<file path="config.mk">
export PLATFORM = sky130hd
export DESIGN_NAME = compare_seq
export DESIGN_NICKNAME = d
export VERILOG_FILES = /design/src/rtl/compare_seq.sv
export SDC_FILE = /design/constraint.sdc
export NUM_CORES = 1
export LEC_CHECK = 0
export CELL_PAD_IN_SITES_DETAIL_PLACEMENT = 0
export CELL_PAD_IN_SITES_GLOBAL_PLACEMENT = 1
export CORE_MARGIN = 2
export CORE_UTILIZATION = 30
export CTS_CLUSTER_SIZE = 30
export DETAILED_ROUTE_END_ITERATION = 8
export PLACE_DENSITY = 0.64
export SKIP_CTS_REPAIR_TIMING = 1
export SYNTH_ARGS = -nofsm -noshare
export SYNTH_HDL_FRONTEND = slang
export SYNTH_SLANG_ARGS = --single-unit
</file>
<file path="constraint.sdc">
create_clock -name clk -period 1.8 [get_ports clk]
set_input_delay 0.54 -clock clk [delete_from_list [all_inputs] [get_ports clk]]
set_output_delay 0.54 -clock clk [all_outputs]
set_load 0.05 [all_outputs]
</file>
<file path="src/rtl/compare_seq.sv">
// Sequential magnitude comparator: WIDTH-bit operands examined CHUNK bits per cycle, MSB-first,
// with early exit on the first differing chunk. Define SIGNED_EN for two's-complement operands.
module compare_seq #(
  parameter int WIDTH = 8,
  parameter int CHUNK = 2
) (
  input  logic                               clk,
  input  logic                               rst,
  input  logic                               start,
  input  logic [WIDTH-1:0]                   a,
  input  logic [WIDTH-1:0]                   b,
  output logic                               busy,
  output logic                               done,
  output logic                               more,
  output logic                               less,
  output logic                               equal,
  output logic [$clog2(WIDTH/CHUNK+1)-1:0]   cycles
);

  localparam int NCHUNK = WIDTH / CHUNK;
  localparam int CW     = $clog2(NCHUNK + 1);

  generate
    if ((CHUNK < 1) || (WIDTH < CHUNK) || ((WIDTH % CHUNK) != 0)) begin : g_bad_cfg
      $error("compare_seq: WIDTH must be a positive multiple of CHUNK");
    end
  endgenerate

  typedef enum logic [1:0] {
    S_IDLE = 2'd0,
    S_RUN  = 2'd1,
    S_DONE = 2'd2
  } state_t;

  state_t             state_r;
  logic [WIDTH-1:0]   a_r;
  logic [WIDTH-1:0]   b_r;
  logic [CHUNK-1:0]   a_cmp_s;
  logic [CHUNK-1:0]   b_cmp_s;
  logic               last_s;

  // Operands shift left each RUN cycle, so the chunk under test is always the top CHUNK bits.
  always_comb begin
    a_cmp_s = a_r[WIDTH-1 -: CHUNK];
    b_cmp_s = b_r[WIDTH-1 -: CHUNK];
`ifdef SIGNED_EN
    if (cycles == CW'(0)) begin
      a_cmp_s[CHUNK-1] = ~a_r[WIDTH-1];
      b_cmp_s[CHUNK-1] = ~b_r[WIDTH-1];
    end else begin
      a_cmp_s[CHUNK-1] = a_r[WIDTH-1];
      b_cmp_s[CHUNK-1] = b_r[WIDTH-1];
    end
`endif
    last_s = (cycles == CW'(NCHUNK - 1));
  end

  // Control FSM with registered handshake and result outputs.
  always_ff @(posedge clk) begin
    if (rst) begin
      state_r <= S_IDLE;
      a_r     <= '0;
      b_r     <= '0;
      busy    <= 1'b0;
      done    <= 1'b0;
      more    <= 1'b0;
      less    <= 1'b0;
      equal   <= 1'b0;
      cycles  <= '0;
    end else begin
      case (state_r)
        S_IDLE: begin
          done <= 1'b0;
          if (start) begin
            a_r     <= a;
            b_r     <= b;
            more    <= 1'b0;
            less    <= 1'b0;
            equal   <= 1'b0;
            cycles  <= '0;
            busy    <= 1'b1;
            state_r <= S_RUN;
          end else begin
            busy <= 1'b0;
          end
        end
        S_RUN: begin
          cycles <= cycles + CW'(1);
          a_r    <= a_r << CHUNK;
          b_r    <= b_r << CHUNK;
          if (a_cmp_s > b_cmp_s) begin
            more    <= 1'b1;
            done    <= 1'b1;
            state_r <= S_DONE;
          end else if (a_cmp_s < b_cmp_s) begin
            less    <= 1'b1;
            done    <= 1'b1;
            state_r <= S_DONE;
          end else if (last_s) begin
            equal   <= 1'b1;
            done    <= 1'b1;
            state_r <= S_DONE;
          end else begin
            state_r <= S_RUN;
          end
        end
        S_DONE: begin
          done    <= 1'b0;
          busy    <= 1'b0;
          state_r <= S_IDLE;
        end
        default: begin
          done    <= 1'b0;
          busy    <= 1'b0;
          state_r <= S_IDLE;
        end
      endcase
    end
  end

endmodule

</file>
Yosys cells after proc, flatten, opt, wreduce, memory -nomap -nowiden
Cells that the tools add are included.
Storage, ports and cells
  bits in registers: 26
Operators by class
  bitwise operators: 1
  eq/ne operators: 8
  multiplexer cells: 25
  order comparisons: 2
  reduce and logical (&&, ||, !) cells: 8
  add/sub/neg operators: 1
Operators with widths (number)
  $pmux 8 s2: 2
  $mux 8: 2
  $ne 2x2->1 const B: 6
  $mux 1: 10
  $mux 2: 4
  $pmux 1 s2: 4
  $pmux 3 s2: 1
  $reduce_and 5->1: 1
  $pmux 2 s2: 1
  $reduce_and 4->1: 1
  $add 3x1->3 const B: 1
  $eq 3x2->1 const B: 1
  $mux 3: 1
  $reduce_and 3->1: 1
  $reduce_bool 3->1: 1
  $eq 2x1->1 const B: 1
  $gt 2x2->1: 1
  $logic_not 2->1: 1
  $lt 2x2->1: 1
  $reduce_and 2->1: 1
  $reduce_bool 2->1: 1
  $reduce_or 2->1: 1
  $not 1->1: 1

Longest topological paths before layout
  depth after elaboration: 5
  depth in mapped cells: 5
  gate-level depth less buffers: 5

Worst setup path before layout
OpenSTA, ideal clock, no wires.
  path type: flip-flop to flip-flop
  from: register cycles[0]
  to: register done
  cell stages (with the launch flop): 5
  arrival time: 1274 ps
  setup time: 115 ps
  slack: 411 ps
  period minus slack after synthesis: 1389 ps
  buffers on the path: 0
  path through: dfxtp_1 -> ha_1 -> ha_1 -> nand3b_1 -> o21a_1
On the way
  longest elaborated chain between the ends: 2
RTL lines
  start: declaration: line 17  | output logic [$clog2(WIDTH/CHUNK+1)-1:0] cycles
  start signal: assignment: line 88  | cycles <= cycles + CW'(1);
  $eq 3x2->1: line 55  | last_s = (cycles == CW'(NCHUNK - 1));
  $reduce_bool 3->1 (no source line)
  end signal: assignment: line 65  | done <= 1'b0;
  end signal: assignment: line 73  | done <= 1'b0;
  end signal: assignment: line 93  | done <= 1'b1;
  end: declaration: line 13  | output logic done,
Every way passes these cells.
A chain may end at the register's enable or synchronous reset.

Final worst setup path
  from: input start
  to: register a_r[2]
On the way
  longest elaborated chain between the ends: 2
RTL lines
  start: declaration: line 9  | input logic start,
  $ne 2x2->1 (no source line)
  $reduce_and 2->1 (no source line)
  end signal: assignment: line 89  | a_r <= a_r << CHUNK;
  end: declaration: line 36  | logic [WIDTH-1:0] a_r;
Every way passes these cells.

==> impl_metrics.json <==
{
  "outcome": "completed",
  "yosysSeqAreaShare_pct": 45.7,
  "ios": 27,
  "rsz0062_at_grt": "false",
  "areaGrowthSynthToFinish_pct": 34.8,
  "synthAdderAreaFrac_pct": 4.40,
  "critPathRequiredTime_ns": 2.00,
  "hp-class": "flop to flop",
  "slew_violations": 0,
  "hpwl_um": 1730,
  "finalCritPeriodShare_pct": 91.7,
  "synth_edf_count": 0,
  "synth-seq-cells": 26,
  "synth_area_per_cell_um2": 9.99,
  "wire_per_inst_um": 11.9,
  "clk_pin_slew_ns": 0.09,
  "clock_path_buffers": 2,
  "rows": 22,
  "clock_latency_ns": 0.27,
  "use_met1_pct": 15.9,
  "gr-usage-met3_pct": 2.05,
  "wirelength_um": 2270,
  "cts_buffers": 3,
  "yosys_warnings": 0,
  "drtPass1Iterations": 4,
  "synth-simple-area-share_pct": 14.3,
  "drc": 0,
  "cp.arrival_ns": 1.85,
  "drt-initial-drc-count": 31,
  "skew_ns": 0.00189,
  "overflow": 0,
  "fp.dieH_um": 65.6,
  "antenna_left": 0,
  "setup.worst_path.class": "input port to flop",
  "root_buffer": "clkbuf_8",
  "synth_top_family_by_area": "compound AO/OA/AOI/OAI gates",
  "cts.sinks": 26,
  "clock.fmax_mhz": 606,
  "p_leak_nw": 0.630,
  "ys_async_sr_fraction_pct": 0,
  "start_util_pct": 31.1,
  "synthFlopType": "dfxtp_1",
  "min_period_ns": 1.65,
  "dieArea_mm2": 0.00430,
  "relSlewSlack_pct": 69.0,
  "synth_top_cell_area_share_pct": 45.7,
  "core_area_mm2": 0.00366,
  "start_kind": "input port",
  "die_w_um": 65.6,
  "synthXorXnorAreaFrac_pct": 0,
  "power.density_mw_per_mm2": 946,
  "netlist_area_mm2": 0.00114,
  "layout.nets": 167,
  "yosys-top-cells-count": "dfxtp_1, mux2i_1, nor2_1, o2bb2ai_1, a21oi_1",
  "cp-end-kind": "flop",
  "grt_antenna_before_repair": 0,
  "h-tree-depth": 1,
  "grt_pass1_vias": 852,
  "cts_tree": "done",
  "avgViaCountPerCell": 4.65,
  "setup_viol": 0,
  "vias": 888,
  "yosysUniqueCellTypes": 30,
  "gr-usage-met2_pct": 16.8,
  "drive_gt1_share_pct": 13.3,
  "crit_fanout": 10,
  "max-vdd-ir-drop_v": 0.000341,
  "synth_compound_area_share_pct": 18.4,
  "synth_most_common_cell": "dfxtp_1",
  "place_congestion": 0.690,
  "yosys-mux-area-fraction_pct": 12.3,
  "finish.utilization_pct": 41.9,
  "drv_cap": 0,
  "synth_nets": 137,
  "grt_start_max_net_pins": 17,
  "grt-busiest-layer": "met2",
  "io_buffers": 26,
  "fin_area_mm2": 0.00154,
  "synthCells": 114,
  "fin_setup_tns_ns": 0,
  "synth_top_cells_by_area": "dfxtp_1, mux2i_1, o2bb2ai_1",
  "grt_pass1_wl_um": 3790,
  "tightestPinTransition_ns": 0.464,
  "placed_area_mm2": 0.00148,
  "grtUsageTotal_pct": 11.1,
  "final_hold_viol_count": 0,
  "yosys.area.top_type": "dfxtp_1",
  "n_antenna_cell": 0
}
## cell usage in the layout (no fill, tap or decap), types with 4 or more instances in the layout
cell	instances
nand3b_1	4
nor2_1	9
ha_1	4
a21oi_1	7
clkbuf_8	4
buf_4	11
dfxtp_1	26
nand2_1	4
inv_1	4
clkdlybuf4s50_1	18
mux2i_1	14
o2bb2ai_1	9
## critical path, stage by stage
cell and delay [ns]:
clkdlybuf4s50_1 0.55, nor2_1 0.07, or3_1 0.49, o2bb2ai_1 0.20
## per-layer routing
layer  vias up  wire [um]
met3         0        130
met2        21        950
met4         0          0
met1       399       1190
met5         -          0
li1        468          -
## stage by stage
| stage | hold slack [ns] | worst slack [ns] | std cells | total power [mW] |
|---|---|---|---|---|
| finish | 0.460 | 0.149 | 191 | 1.45 |
| global route | 0.488 | 0.0324 | 191 | 1.54 |
| CTS | 0.462 | 0.142 | 191 | 1.47 |
| detailed placement | 0.446 | -0.132 | 187 | 1.09 |
| global placement | 0.444 | -0.0695 | 187 | 1.09 |
| floorplan | 0.432 | 0.411 | 114 | 0.953 |
## registers in the layout, summed over array words and instances (netlist names)
name / cells
more: 1
less: 1
done: 1
b_r: 8
equal: 1
state_r: 2
cycles: 3
a_r: 8
busy: 1
## final timing paths
check,start,end,slack (ns),cells after the start
max,start,a_r[2],0.15,4
max reg2reg,state_r[0],a_r[2],0.31,3
min,equal,equal,0.46,2
min reg2reg,equal,equal,0.46,2
## power breakdown
| group | internal (mW) | switching (mW) |
|---|---|---|
| clock network | 0.195 | 0.186 |
| registers | 0.638 | 0.0503 |
| logic | 0.189 | 0.193 |
## final cells by class
type	count	area, um2
Clock buffer	4	55.1
Fill cell	378	2130
Inverter	4	15.0
Multi-Input combinational cell	77	562
Sequential cell	26	520
Tap cell	48	60.1
Timing Repair Buffer	32	323
## cells by family (layout without fill, tap and decap cells)
family | after synthesis | count (layout)
AO/OA/AOI/OAI | 29 | 29
adder cells (fa/ha/maj) | 4 | 4
buffers and inverters | 11 | 40
flip-flops | 26 | 26
multiplexers | 14 | 14
AND/OR/NAND/NOR | 30 | 30
Power figures use the tool's default switching activity.
